===== src/rtl/pipe_sub32.sv =====
`default_nettype none
// +--------------------------------------------------------------------------+
// | pipe_sub32 : 4-stage pipelined 32-bit subtractor, one byte per stage,    |
// |              with per-stage stall, flush and valid tagging.              |
// | Revision   : 1.0                                                         |
// +--------------------------------------------------------------------------+
module pipe_sub32 (
  input  logic        clk,
  input  logic        reset,
  input  logic        in_valid,
  output logic        in_ready,
  input  logic [31:0] a,
  input  logic [31:0] b,
  input  logic [3:0]  stop,
  input  logic [3:0]  flush,
  output logic        out_valid,
  output logic [31:0] diff,
  output logic        borrow,
  output logic        ovf
);

  logic [4:1]  r_v;
  logic [4:1]  r_br;
  logic [31:0] r_d [1:4];
  logic [31:0] r_a [1:3];
  logic [31:0] r_b [1:3];
  logic        r_ovf;

  logic        w_stop_oh;
  logic        w_flush_oh;
  logic [4:1]  w_hold;
  logic [4:1]  w_bubble;
  logic [4:1]  w_clr;
  logic [4:1]  w_v_in;
  logic [4:1]  w_br_in;
  logic [4:1]  w_br_new;
  logic [31:0] w_a_in  [1:4];
  logic [31:0] w_b_in  [1:4];
  logic [31:0] w_d_in  [1:4];
  logic [31:0] w_d_new [1:4];
  logic [8:0]  w_seg   [1:4];
  logic        w_ovf_new;

  // Non-one-hot stop/flush codes are treated as idle.
  assign w_stop_oh  = (stop  != 4'd0) && ((stop  & (stop  - 4'd1)) == 4'd0);
  assign w_flush_oh = (flush != 4'd0) && ((flush & (flush - 4'd1)) == 4'd0);
  assign in_ready   = ~w_stop_oh;

  always_comb begin
    w_a_in[1]   = a;
    w_b_in[1]   = b;
    w_d_in[1]   = 32'd0;
    w_br_in[1]  = 1'b0;
    w_v_in[1]   = in_valid & in_ready;
    w_bubble[1] = 1'b0;
    for (int m = 2; m <= 4; m++) begin
      w_a_in[m]   = r_a[m-1];
      w_b_in[m]   = r_b[m-1];
      w_d_in[m]   = r_d[m-1];
      w_br_in[m]  = r_br[m-1];
      w_v_in[m]   = r_v[m-1];
      w_bubble[m] = w_stop_oh && stop[m-2];
    end
    for (int m = 1; m <= 4; m++) begin
      // A stall at stage k freezes every stage at or below k.
      w_hold[m]   = w_stop_oh && ((stop >> (m-1)) != 4'd0);
      w_clr[m]    = w_flush_oh && flush[m-1];
      w_seg[m]    = {1'b0, w_a_in[m][8*m-1 -: 8]} - {1'b0, w_b_in[m][8*m-1 -: 8]}
                    - {8'd0, w_br_in[m]};
      w_d_new[m]  = w_d_in[m];
      w_d_new[m][8*m-8 +: 8] = w_seg[m][7:0];
      w_br_new[m] = w_seg[m][8];
    end
    w_ovf_new = (w_a_in[4][31] != w_b_in[4][31]) && (w_d_new[4][31] != w_a_in[4][31]);
  end

  always_ff @(posedge clk) begin
    if (reset) begin
      r_v   <= '0;
      r_br  <= '0;
      r_ovf <= 1'b0;
      for (int m = 1; m <= 4; m++) r_d[m] <= '0;
      for (int m = 1; m <= 3; m++) begin
        r_a[m] <= '0;
        r_b[m] <= '0;
      end
    end else begin
      for (int m = 1; m <= 4; m++) begin
        if (w_clr[m]) begin
          r_v[m]  <= 1'b0;
          r_d[m]  <= '0;
          r_br[m] <= 1'b0;
        end else if (!w_hold[m]) begin
          r_v[m]  <= w_v_in[m] & ~w_bubble[m];
          r_d[m]  <= w_d_new[m];
          r_br[m] <= w_br_new[m];
        end
      end
      for (int m = 1; m <= 3; m++) begin
        if (w_clr[m]) begin
          r_a[m] <= '0;
          r_b[m] <= '0;
        end else if (!w_hold[m]) begin
          r_a[m] <= w_a_in[m];
          r_b[m] <= w_b_in[m];
        end
      end
      if (w_clr[4])
        r_ovf <= 1'b0;
      else if (!w_hold[4])
        r_ovf <= w_ovf_new;
    end
  end

  assign out_valid = r_v[4];
  assign diff      = r_d[4];
  assign borrow    = r_br[4];
  assign ovf       = r_ovf;

endmodule
`default_nettype wire


===== config.mk =====
export PLATFORM = sky130hd
export DESIGN_NAME = pipe_sub32
export DESIGN_NICKNAME = d
export VERILOG_FILES = /design/src/rtl/pipe_sub32.sv
export SDC_FILE = /design/constraint.sdc
export NUM_CORES = 1
export LEC_CHECK = 0
export CAP_MARGIN = 40
export CORE_MARGIN = 2
export CORE_UTILIZATION = 30
export CTS_CLUSTER_DIAMETER = 120
export CTS_CLUSTER_SIZE = 25
export DETAILED_ROUTE_END_ITERATION = 8
export SLEW_MARGIN = 25
export SYNTH_ARGS = -nofsm -noshare
export SYNTH_HDL_FRONTEND = slang
export SYNTH_SLANG_ARGS = --single-unit

===== constraint.sdc =====
create_clock -name clk -period 3.5 [get_ports clk]
set_clock_uncertainty 0.1 [all_clocks]
set_input_delay 0.7 -clock clk [delete_from_list [all_inputs] [get_ports clk]]
set_output_delay 0.7 -clock clk [all_outputs]
set_load 0.05 [all_outputs]

# Word-level counts from Yosys, hierarchy flattened
# Memories as Yosys holds them, arrays and structs flattened.
# Index checks and enable logic that the tools add are counted.
[totals]
reg_bits = 9
mem_bits_rw = 320
word_cells = 127
n_memories = 3
[mem_list]
columns = ["name", "words", "width", "read_ports", "rd_clocked_by_memory_dff", "write_ports", "line_no", "text"]
rows = [
  ["r_d", 4, 32, 4, 0, 4, "24", "logic [31:0] r_d [1:4];"],
  ["r_a", 3, 32, 3, 0, 3, "25", "logic [31:0] r_a [1:3];"],
  ["r_b", 3, 32, 3, 0, 3, "26", "logic [31:0] r_b [1:3];"],
]
[classes]
addsub = 9
eq_ne = 2
mux = 50
bitwise = 30
reduce_logical = 24
[ops]
columns = ["cell", "n"]
rows = [
  ["32-bit two-way mux", 20],
  ["8-bit by 8-bit subtractor with 9-bit output", 4],
  ["1-bit two-way mux", 30],
  ["9-bit by 1-bit subtractor with 9-bit output", 3],
  ["1-bit OR", 20],
  ["4-bit nonzero test", 4],
  ["1-bit logical AND", 14],
  ["4-bit bitwise AND", 2],
  ["4-bit logical NOT", 2],
  ["2-bit OR reduction", 4],
  ["4-bit by 1-bit subtractor with 4-bit output, second input constant", 2],
  ["1-bit bitwise AND", 4],
  ["1-bit NOT", 4],
  ["1-bit inequality test", 2],
]

# Longest topological paths before layout
# Gate-level depths: netlist (run 1).
[depth]
depth_word = 10
depth_mapped = 9
depth_no_buf = 9

# Worst setup path after synthesis (run 1)
# Ideal clock, no wire load.
[synth_path]
path_type = "input to register"
startpoint = "in stop[2]"
endpoint = "reg, netlist name r_a[0][40]"
setup_time_ps = 636
arrival_time_ps = 2483
setup_slack_ps = 281
cell_stages = 5
n_path_buf = 1
path_cell_list = "maj3_2 -> or3_1 -> buf_4 -> nand2_8 -> nand2_1"
[synth_lines]
columns = ["item", "line_no", "text"]
rows = [
  ["start: declaration", "14", "input logic [3:0] stop,"],
]

# Final worst setup path (run 1)
[layout_path]
startpoint = "in stop[2]"
endpoint = "out in_ready"
[layout_between]
elab_chain_cells = 5
word_cells_on_any_way = 6
[layout_lines]
columns = ["item", "line_no", "text"]
rows = [
  ["4-bit by 1-bit subtractor with 4-bit output", "45", "assign w_stop_oh = (stop != 4'd0) && ((stop & (stop - 4'd1)) == 4'd0);"],
  ["4-bit bitwise AND", "45", ""],
  ["4-bit logical NOT", "45", ""],
  ["1-bit logical AND (*)", "45", ""],
  ["1-bit NOT (*)", "47", "assign in_ready = ~w_stop_oh;"],
  ["end: declaration", "11", "output logic in_ready,"],
]
# Every way passes the cells marked *; elsewhere a longest branch is shown, timed or not.

==> results of run 1 <==
[cell usage after synthesis, types with 9 or more instances]
cell        n
and3_1    150
nor2_1     30
buf_4      33
nor3_1     16
o21ai_0    14
clkbuf_1   27
edfxtp_1  176
a21oi_1    19
dfxtp_1     9
inv_1      81
ha_1       46
nand2_1    25
[routing by layer]
metal	part of all wire, %	wire, um
met5	0	0
met4	1.3	213
met3	3.4	544
met2	45	7180
met1	50	8080
[worst max-delay path: stages]
cell and delay, ns:
clkdlybuf4s50_1 0.52, maj3_2 0.40, or3_1 0.44, nand2_8 0.14
inv_4 0.09, buf_12 0.16
[state kept, by name, indices dropped and copies added (netlist names)]
signal and count:
r_v 4, r_br 4, ovf 1, r_a 48, r_b 48, r_d 80
[cell type report]
| class | count | area [sq um] | area share (%) |
|---|---|---|---|
| clock buffers | 17 | 425 | 3.88 |
| flip-flops and latches | 185 | 5470 | 49.8 |
| well taps | 390 | 488 | 4.45 |
| multi-input cells | 392 | 2820 | 25.7 |
| clock inverters | 15 | 186 | 1.70 |
| inverters | 82 | 310 | 2.83 |
| repair buffers | 129 | 1280 | 11.7 |
[report_power, final]
group | total [W] | switching (W) | internal [W]
logic | 0.00130 | 0.000743 | 0.000561
clock network | 0.00198 | 0.000839 | 0.00114
registers | 0.00282 | 0.0000779 | 0.00274
total | 0.00611 | 0.00166 | 0.00445
[kinds of logic after synthesis]
kind of cell,count (synthesis)
muxes,4
AOI/OAI and AO/OA,66
buffers and inverters,147
DFF,185
adders and majority gates,54
xor gates and xnor gates,13
and+or+nand+nor,255
[how the worst max path moves through the flow]
stage | start | endpoint | slack, ns | depth (start not counted)
floorplan | stop[2] | r_a[0][40]$_SDFFCE_PN0P_ | 0.28 | 5
global route | stop[3] | in_ready | 0.20 | 6
detailed placement | stop[2] | in_ready | 0.26 | 6
global placement | stop[2] | in_ready | 0.30 | 6
CTS | stop[2] | in_ready | 0.25 | 6
finish | stop[2] | in_ready | 0.24 | 6
[metrics by stage]
step	hold slack, ns	util (%)	worst slack (ns)	total power [W]
6_report	0.375	37.2	0.240	0.00611
5_1_grt	0.399	37.2	0.203	0.00644
4_1_cts	0.383	37.2	0.254	0.00618
3_5_place_dp	0.367	35.1	0.263	0.00419
3_3_place_gp	0.361	35.1	0.298	0.00417
2_1_floorplan	0.334	-	0.281	0.00383
==> impl_metrics.env, run 1 <==
export IMPL_area_contributors_post_synth="edfxtp_1 (59%), and3_1 (10%), ha_1 (6.4%)"
export IMPL_post_route_drc_count=0
export IMPL_die_w_um=177
export IMPL_postSynthRegisterBits=185
export IMPL_design_core_area_sq_um=29500
export IMPL_crit_arrival_ns=2.46
export IMPL_grt_max_degree=50
export IMPL_synthArstFlopShare_pct=0
export IMPL_core_rowCount=63
export IMPL_postRouteWirelength_um=16000
export IMPL_cts_path_max_buffers=2
export IMPL_synth_area_mux_share_pct=0.447
export IMPL_synth_area_in_simple_gates_pct=16.3
export IMPL_postCtsHoldBufs=0
export IMPL_number_of_top_level_pins=111
export IMPL_layer_with_the_highest_usage_after_global_routing="met2"
export IMPL_place_detailed_instances=1177
export IMPL_global_route_wire_length_before_repair_um=26300
export IMPL_timing_worst_setup_path_type="input port to primary output"
export IMPL_layout_cell_share_with_drive_strength_beyond_1_pct=8.05
export IMPL_highest_count_cells_in_the_layout_ignoring_fill_and_taps="edfxtp_1 (176), and3_1 (150), clkdlybuf4s50_1 (109), inv_1 (81), ha_1 (46)"
export IMPL_hold_path_class="flop to flop"
export IMPL_peakVddDrop_uv=250
export IMPL_final_hold_viol_count=0
export IMPL_post_route_min_period_ns=3.26
export IMPL_groute_layer_met3_usage_pct=2.75
export IMPL_synthesis_nets=852
export IMPL_seq_area_frac_synth_pct=61.0
export IMPL_maxClockFrequency_mhz=307
export IMPL_ant_nets=0
export IMPL_grt_antenna_before_repair=0
export IMPL_dieArea_sq_um=31300
export IMPL_die_y_um=177
export IMPL_end_kind="primary output"
export IMPL_r2r_end="r_d[0][158]$_SDFFCE_PN0P_"
export IMPL_hold_path_origin="r_v[1]$_SDFFE_PP0N_"
export IMPL_grt_setup_unrepaired="false"
export IMPL_cp_max_fo=18
export IMPL_worst_setup_path_start_kind="input port"
export IMPL_worst_ep_required_time_ns=2.70
export IMPL_final_cells=1210
export IMPL_area_growth_synth_to_final_pct=22.5
export IMPL_worst_r2r_cell_count=8
export IMPL_cts_htree_levels=4
export IMPL_drt_pre_antenna_iters=4
export IMPL_post_drt_via_cell_ratio=4.28
export IMPL_hold_path_endpoint="r_v[1]$_SDFFE_PP0N_"
export IMPL_first_global_vias=5178
export IMPL_synth_edf_count=176
export IMPL_fin_area_sq_um=11000
export IMPL_clock_insertion_delay_worst_skew_ns=0.42
export IMPL_reg_to_reg_startpoint="r_br[3]$_SDFFE_PP0N_"
export IMPL_setup_viol_count_final=0
export IMPL_finalSetupTns_ns=0
export IMPL_cts_num_sinks=185
export IMPL_routabilityCongestion=0.781
export IMPL_clock_root_buffer="clkbuf_16"
export IMPL_synth_xor_area_share_pct=1.42
export IMPL_cts_setup_buffers=0
export IMPL_synth_warnings=0
export IMPL_tritoncts="done"
export IMPL_max_slew_margin_pct=60.2
export IMPL_post_cts_resize_count=0
export IMPL_synth_area_per_cell_sq_um=12.4
export IMPL_gr_usage_met2_pct=17.0
export IMPL_synth_compound_area_share_pct=4.68
export IMPL_filler_cell_count=2867
export IMPL_detail_route_iter0_violations=240
export IMPL_final_min_period_over_clock_period_pct=93.1
export IMPL_yosys_area_share_adder_pct=8.12
export IMPL_synth_top_family_by_area="simple AND/OR/NAND/NOR gates"
export IMPL_io_buffer_count=110
export IMPL_layout_cells_most_common="edfxtp_1"
export IMPL_maxCapViolCount=0
export IMPL_met1_usage_pct=14.4
export IMPL_floorplan_initialDensity_pct=30.4
export IMPL_r2r_setup_slack_ns=0.97
export IMPL_antenna_cells_inserted=0
export IMPL_netlist_instances=724
export IMPL_numCtsBuffers=17
export IMPL_final_max_slew_violation_count=0
export IMPL_run_status="finished, final reports clean"
export IMPL_synth_top_cell_area_share_pct=59.0
export IMPL_least_margin_pin_slew_ns=0.595
export IMPL_clkTransAtPathRegs_ns=0.06
export IMPL_numnets_final=935
export IMPL_detailed_place_area_sq_um=10300
export IMPL_power_density_nw_per_um2=557
export IMPL_timing_hold_worst_path_depth=2
export IMPL_syn_cell_area_sq_um=8960
export IMPL_groute_usage_overall_pct=10.7
export IMPL_count_of_vias_placed_by_the_detailed_router=5178
export IMPL_hpwlAfterDp_um=12000
export IMPL_post_drt_wl_per_cell_um=13.2
export IMPL_power_leakage_nw=4.91
export IMPL_top_cell_type_by_total_area_after_synthesis="edfxtp_1"
export IMPL_overflow=0
export IMPL_ys_flop_type="edfxtp_1"
export IMPL_count_of_different_cell_masters_after_synthesis=49
Note: power is estimated with default switching activity, not from simulation.
==> run 2: changes to the inputs <==
==> constraint.sdc (replaced) <==
create_clock -name clk -period 3.5 [get_ports clk]
set_clock_uncertainty 0.1 [all_clocks]
set_input_delay 0.875 -clock clk [delete_from_list [all_inputs] [get_ports clk]]
set_output_delay 0.875 -clock clk [all_outputs]
set_load 0.05 [all_outputs]
==> run 2 against run 1 <==
  * First-iteration DRC count up 27%
  * Critical path depth unchanged
  * Routed wire length down 0.21%
  * Power down 0.64%
  * Critical path type unchanged
  * Critical endpoint unchanged
==> impl_metrics.env, run 2 (synthesized netlist as in run 1, its figures left out) <==
export IMPL_maxCapViolCount=0
export IMPL_power_frac_seq_pct=46.5
export IMPL_power_share_clock_pct=31.9
export IMPL_grt_setup_unrepaired="false"
export IMPL_area_growth_synth_to_final_pct=22.3
export IMPL_internal_power_w=0.00444
export IMPL_regMostFlops="r_d"
export IMPL_run_status="finished, final reports clean"
export IMPL_numCtsBuffers=17
export IMPL_hold_path_class="flop to flop"
export IMPL_clock_insertion_delay_worst_skew_ns=0.43
export IMPL_power_share_combinational_pct=21.6
export IMPL_die_w_um=177
export IMPL_die_y_um=177
export IMPL_overflow=0
export IMPL_groute_layer_met3_usage_pct=2.56
export IMPL_clkTransAtPathRegs_ns=0.06
export IMPL_groute_usage_overall_pct=10.7
export IMPL_power_density_nw_per_um2=554
export IMPL_finalSetupTns_ns=0
export IMPL_drt_pre_antenna_iters=4
export IMPL_r2r_setup_slack_ns=0.97
export IMPL_final_min_period_over_clock_period_pct=96.0
export IMPL_clock_root_buffer="clkbuf_16"
export IMPL_post_cts_resize_count=0
export IMPL_layer_with_the_highest_usage_after_global_routing="met2"
export IMPL_cts_setup_buffers=0
export IMPL_final_max_slew_violation_count=0
export IMPL_power_leakage_nw=4.90
export IMPL_dieArea_sq_um=31300
export IMPL_antenna_cells_inserted=0
export IMPL_floorplan_initialDensity_pct=30.4
export IMPL_cp_launch_point="stop[3]"
export IMPL_peakVddDrop_uv=279
export IMPL_largest_register_ff_count=80
export IMPL_post_route_min_period_ns=3.36
export IMPL_finish_utilization_pct=37.2
export IMPL_cpPeakStageDelay_ns=0.44
export IMPL_cp_max_fo=3
export IMPL_detail_route_iter0_violations=305
export IMPL_highest_count_cells_in_the_layout_ignoring_fill_and_taps="edfxtp_1 (176), and3_1 (150), clkdlybuf4s50_1 (109), inv_1 (81), ha_1 (46)"
export IMPL_fin_area_sq_um=11000
export IMPL_crit_path_top_delay_cell="clkdlybuf4s50_1"
export IMPL_power_net_switching_w=0.00163
export IMPL_numnets_final=938
export IMPL_gr_usage_met2_pct=16.2
export IMPL_worst_ep_required_time_ns=2.52
export IMPL_hpwlAfterDp_um=11900
export IMPL_reg_to_reg_startpoint="r_br[2]$_SDFFE_PP0N_"
export IMPL_timing_worst_setup_path_type="input port to primary output"
export IMPL_worst_r2r_cell_count=8
export IMPL_maxClockFrequency_mhz=298
export IMPL_layout_cell_share_with_drive_strength_beyond_1_pct=8.14
export IMPL_met1_usage_pct=14.9
export IMPL_routabilityCongestion=0.783
export IMPL_post_route_drc_count=0
export IMPL_postRouteWirelength_um=16000
export IMPL_grt_max_degree=53
export IMPL_max_slew_margin_pct=59.1
export IMPL_cts_path_max_buffers=2
export IMPL_crit_path_end="in_ready"
export IMPL_final_hold_viol_count=0
export IMPL_layout_cells_most_common="edfxtp_1"
export IMPL_r2r_end="r_d[0][118]$_SDFFCE_PN0P_"
export IMPL_biggestRegsByFlops="r_d: 80 flops, r_a: 48 flops, r_b: 48 flops"
export IMPL_cts_num_sinks=185
export IMPL_count_of_vias_placed_by_the_detailed_router=5220
export IMPL_worst_setup_path_start_kind="input port"
export IMPL_crit_chain="clkdlybuf4s50_1, maj3_2, or3_1, nand2_8, inv_4, buf_12"
export IMPL_end_kind="primary output"
export IMPL_cts_htree_levels=4
export IMPL_filler_cell_count=2891
export IMPL_detailed_place_area_sq_um=10400
export IMPL_global_route_wire_length_before_repair_um=26200
export IMPL_netSwitchingFraction_pct=26.9
export IMPL_io_buffer_count=110
export IMPL_post_drt_wl_per_cell_um=13.2
export IMPL_tritoncts="done"
export IMPL_postCtsHoldBufs=0
export IMPL_core_rowCount=63
export IMPL_setup_viol_count_final=0
export IMPL_least_margin_pin_slew_ns=0.614
export IMPL_number_of_top_level_pins=111
export IMPL_post_drt_via_cell_ratio=4.30
export IMPL_design_core_area_sq_um=29500
export IMPL_crit_arrival_ns=2.39
export IMPL_ant_nets=0
export IMPL_grt_antenna_before_repair=0
export IMPL_first_global_vias=5139
## run 2: cell types whose count changed in the layout (fill, tap and decap cells not counted), sizes merged
cell / before / now
inv: 90 / 84
clkinvlp: 1 / 2
clkbuf: 17 / 19
clkinv: 3 / 6
buf: 20 / 23
## run 2: worst min-delay path by stage
stage / slack (ns) / cells after the start / endpoint / start
global route: 0.41 / 2 / r_v[1]$_SDFFE_PP0N_ / r_v[1]$_SDFFE_PP0N_
CTS: 0.39 / 2 / r_br[1]$_SDFFE_PP0N_ / r_br[1]$_SDFFE_PP0N_
finish: 0.38 / 2 / r_br[1]$_SDFFE_PP0N_ / r_br[1]$_SDFFE_PP0N_
global placement: 0.36 / 2 / r_br[1]$_SDFFE_PP0N_ / r_br[1]$_SDFFE_PP0N_
detailed placement: 0.38 / 2 / r_br[1]$_SDFFE_PP0N_ / r_br[1]$_SDFFE_PP0N_
floorplan: 0.33 / 2 / r_v[1]$_SDFFE_PP0N_ / r_v[1]$_SDFFE_PP0N_
## run 2: layout make-up
cell class	count	area [sq um]	area share (%)
clock buffers	19	433	3.95
clock inverters	13	171	1.56
inverters	82	310	2.83
multi-input cells	392	2820	25.7
flip-flops and latches	185	5470	49.9
well taps	390	488	4.45
repair buffers	132	1280	11.6
## run 2: stage by stage
stage	std cells	power [W]	setup slack [ns]	hold slack (ns)
2_1_floorplan	724	0.00383	0.106	0.334
3_3_place_gp	1181	0.00417	0.153	0.362
3_5_place_dp	1181	0.00419	0.148	0.376
4_1_cts	1213	0.00614	0.137	0.385
5_1_grt	1213	0.00639	0.0892	0.406
6_report	1213	0.00607	0.140	0.382
## run 2: power by group through the flow
stage	Clock [W]	Combinational, W	Sequential [W]
global route	0.00208	0.00146	0.00285
detailed placement	0	0.00132	0.00287
global placement	0	0.00130	0.00287
finish	0.00193	0.00131	0.00282
floorplan	0	0.000978	0.00285
CTS	0.00199	0.00133	0.00283
## run 2: worst max-delay path, delay by kind of cell
family | cells | cell delay, ns
adders and majority gates | 1 | 0.33
buffers and inverters | 3 | 0.63
and+or+nand+nor | 2 | 0.54
## run 2: routing by layer
metal,vias to the layer above,part of all wire [%],wire length (um)
met1,2378,51,8120
met2,96,44,7040
met4,0,1.6,262
met5,-,0,0
met3,17,3.5,552
li1,2729,-,-
==> run 3: changes to the inputs <==
--- a/config.mk
+++ b/config.mk
@@ -6,7 +6,7 @@
 export NUM_CORES = 1
 export LEC_CHECK = 0
 export CAP_MARGIN = 40
-export CORE_MARGIN = 2
+export CORE_MARGIN = 1.5
 export CORE_UTILIZATION = 30
 export CTS_CLUSTER_DIAMETER = 120
 export CTS_CLUSTER_SIZE = 25
==> run 3 against run 2 <==
  * Sequential share of layout area up 0.22 points
  * Sequential power about the same
  * Largest power group unchanged
  * Non-clock buffer count unchanged
  * Die area down 1.1%
  * Cell count about the same
  * Clock power down 6%
==> impl_metrics.env, run 3 (synthesized netlist as in run 1, its figures left out) <==
export IMPL_antenna_cells_inserted=0
export IMPL_finalSetupTns_ns=0
export IMPL_cts_num_sinks=185
export IMPL_core_rowCount=63
export IMPL_final_max_slew_violation_count=0
export IMPL_post_route_drc_count=0
export IMPL_multi_input_area_sq_um=2820
export IMPL_cpLargestDelayFamily="buffers and inverters"
export IMPL_regMostFlops="r_d"
export IMPL_final_hold_viol_count=0
export IMPL_preCtsSetupSlack_ns=0.145
export IMPL_layout_cell_share_with_drive_strength_beyond_1_pct=7.79
export IMPL_grt_setup_unrepaired="false"
export IMPL_maxClockFrequency_mhz=297
export IMPL_power_total_w=0.00594
export IMPL_power_share_combinational_pct=22.0
export IMPL_post_route_min_period_ns=3.37
export IMPL_cts_htree_levels=4
export IMPL_power_leakage_nw=4.88
export IMPL_power_share_clock_pct=30.6
export IMPL_power_net_switching_w=0.00160
export IMPL_clock_root_buffer="clkbuf_16"
export IMPL_die_w_um=176
export IMPL_drt_pre_antenna_iters=4
export IMPL_first_global_vias=5209
export IMPL_grt_antenna_before_repair=0
export IMPL_layout_setup_ws_ns=0.133
export IMPL_io_buffer_count=110
export IMPL_detailed_place_area_sq_um=10400
export IMPL_overflow=0
export IMPL_post_cts_resize_count=0
export IMPL_final_cells=1212
export IMPL_tritoncts="done"
export IMPL_numnets_final=938
export IMPL_layout_cells_most_common="edfxtp_1"
export IMPL_routabilityCongestion=0.785
export IMPL_filler_cell_count=2880
export IMPL_highest_count_cells_in_the_layout_ignoring_fill_and_taps="edfxtp_1 (176), and3_1 (150), clkdlybuf4s50_1 (109), inv_1 (81), ha_1 (46)"
export IMPL_power_density_nw_per_um2=545
export IMPL_biggestRegsByFlops="r_d: 80 flops, r_a: 48 flops, r_b: 48 flops"
export IMPL_place_detailed_instances=1181
export IMPL_r2r_setup_slack_ns=0.98
export IMPL_hpwlAfterDp_um=11800
export IMPL_detail_route_iter0_violations=287
export IMPL_hold_path_class="flop to flop"
export IMPL_dieArea_sq_um=30900
export IMPL_cts_setup_buffers=0
export IMPL_register_area_sq_um=5470
export IMPL_area_growth_synth_to_final_pct=21.8
export IMPL_power_frac_seq_pct=47.4
export IMPL_worst_ep_required_time_ns=2.52
export IMPL_least_margin_pin_slew_ns=0.608
export IMPL_peakVddDrop_uv=245
export IMPL_grt_max_degree=53
export IMPL_max_slew_margin_pct=59.5
export IMPL_largest_register_ff_count=80
export IMPL_internal_power_w=0.00434
export IMPL_cp_max_fo=3
export IMPL_maxCapViolCount=0
export IMPL_numCtsBuffers=17
export IMPL_design_core_area_sq_um=29500
export IMPL_timing_worst_setup_path_type="input port to primary output"
export IMPL_crit_chain="clkdlybuf4s50_1, maj3_2, or3_1, nand2_8, inv_4, buf_12"
export IMPL_count_of_vias_placed_by_the_detailed_router=5222
export IMPL_worst_setup_path_start_kind="input port"
export IMPL_floorplan_initialDensity_pct=30.4
export IMPL_clkTransAtPathRegs_ns=0.07
export IMPL_die_y_um=176
export IMPL_crit_arrival_ns=2.39
export IMPL_final_min_period_over_clock_period_pct=96.2
export IMPL_path_buf_inv=3
export IMPL_run_status="finished, final reports clean"
export IMPL_number_of_top_level_pins=111
export IMPL_netSwitchingFraction_pct=27.0
export IMPL_clock_insertion_delay_worst_skew_ns=0.42
export IMPL_post_drt_via_cell_ratio=4.31
export IMPL_groute_usage_overall_pct=10.8
export IMPL_postCtsHoldBufs=0
export IMPL_ant_nets=0
export IMPL_crit_path_top_delay_cell="clkdlybuf4s50_1"
export IMPL_global_route_wire_length_before_repair_um=26200
export IMPL_end_kind="primary output"
export IMPL_postRouteWirelength_um=15900
export IMPL_post_drt_wl_per_cell_um=13.1
export IMPL_cpPeakStageDelay_ns=0.43
export IMPL_cts_path_max_buffers=2
export IMPL_fin_area_sq_um=10900
export IMPL_setup_viol_count_final=0
==> run 3: changes by cell type in the layout (fill, tap and decap cells not counted) <==
cell	change
clkinv_2	+1
clkinv_1	+4
bufinv_16	-1
clkinv_4	-3
inv_8	-2
inv_6	+2
clkbuf_1	-2
==> run 3: final timing paths <==
path	to	from	cells after the start
setup / recovery	in_ready	stop[1]	6
setup reg to reg	r_d[0][118]$_SDFFCE_PN0P_	r_br[2]$_SDFFE_PP0N_	8
hold reg to reg	r_br[1]$_SDFFE_PP0N_	r_br[1]$_SDFFE_PP0N_	2
hold / removal	r_br[1]$_SDFFE_PP0N_	r_br[1]$_SDFFE_PP0N_	2
==> run 3: layout make-up <==
type,instances,area share [%]
Clock buffer,17,3.90
Multi-Input combinational cell,392,25.8
Timing Repair Buffer,132,11.7
Inverter,82,2.84
Tap cell,390,4.47
Clock inverter,14,1.19
Sequential cell,185,50.1
==> run 3: through the flow <==
step | utilization (%) | hold WS [ns]
floorplan | - | 0.334
global placement | 35.1 | 0.364
detailed placement | 35.1 | 0.359
CTS | 37.0 | 0.374
global route | 37.0 | 0.418
finish | 37.0 | 0.384
==> run 3: routing by layer <==
layer	track usage [%]	vias up	routed length, um
met5	0	-	0
met4	3.95	0	232
met3	2.32	14	553
met2	17.1	110	7050
met1	14.6	2371	8060
li1	-	2727	-
==> run 3: power groups by stage <==
stage / Combinational (W) / Sequential (W) / Clock (W)
global placement: 0.00130 / 0.00287 / 0
global route: 0.00146 / 0.00285 / 0.00194
detailed placement: 0.00131 / 0.00287 / 0
finish: 0.00131 / 0.00282 / 0.00182
floorplan: 0.000978 / 0.00285 / 0
CTS: 0.00132 / 0.00282 / 0.00186
==> run 3: tightest hold or removal path, cell delays in order (launching register included) <==
cell and delay, ns:
dfxtp_1 0.31, nand3_1 0.07, o41ai_1 0.06
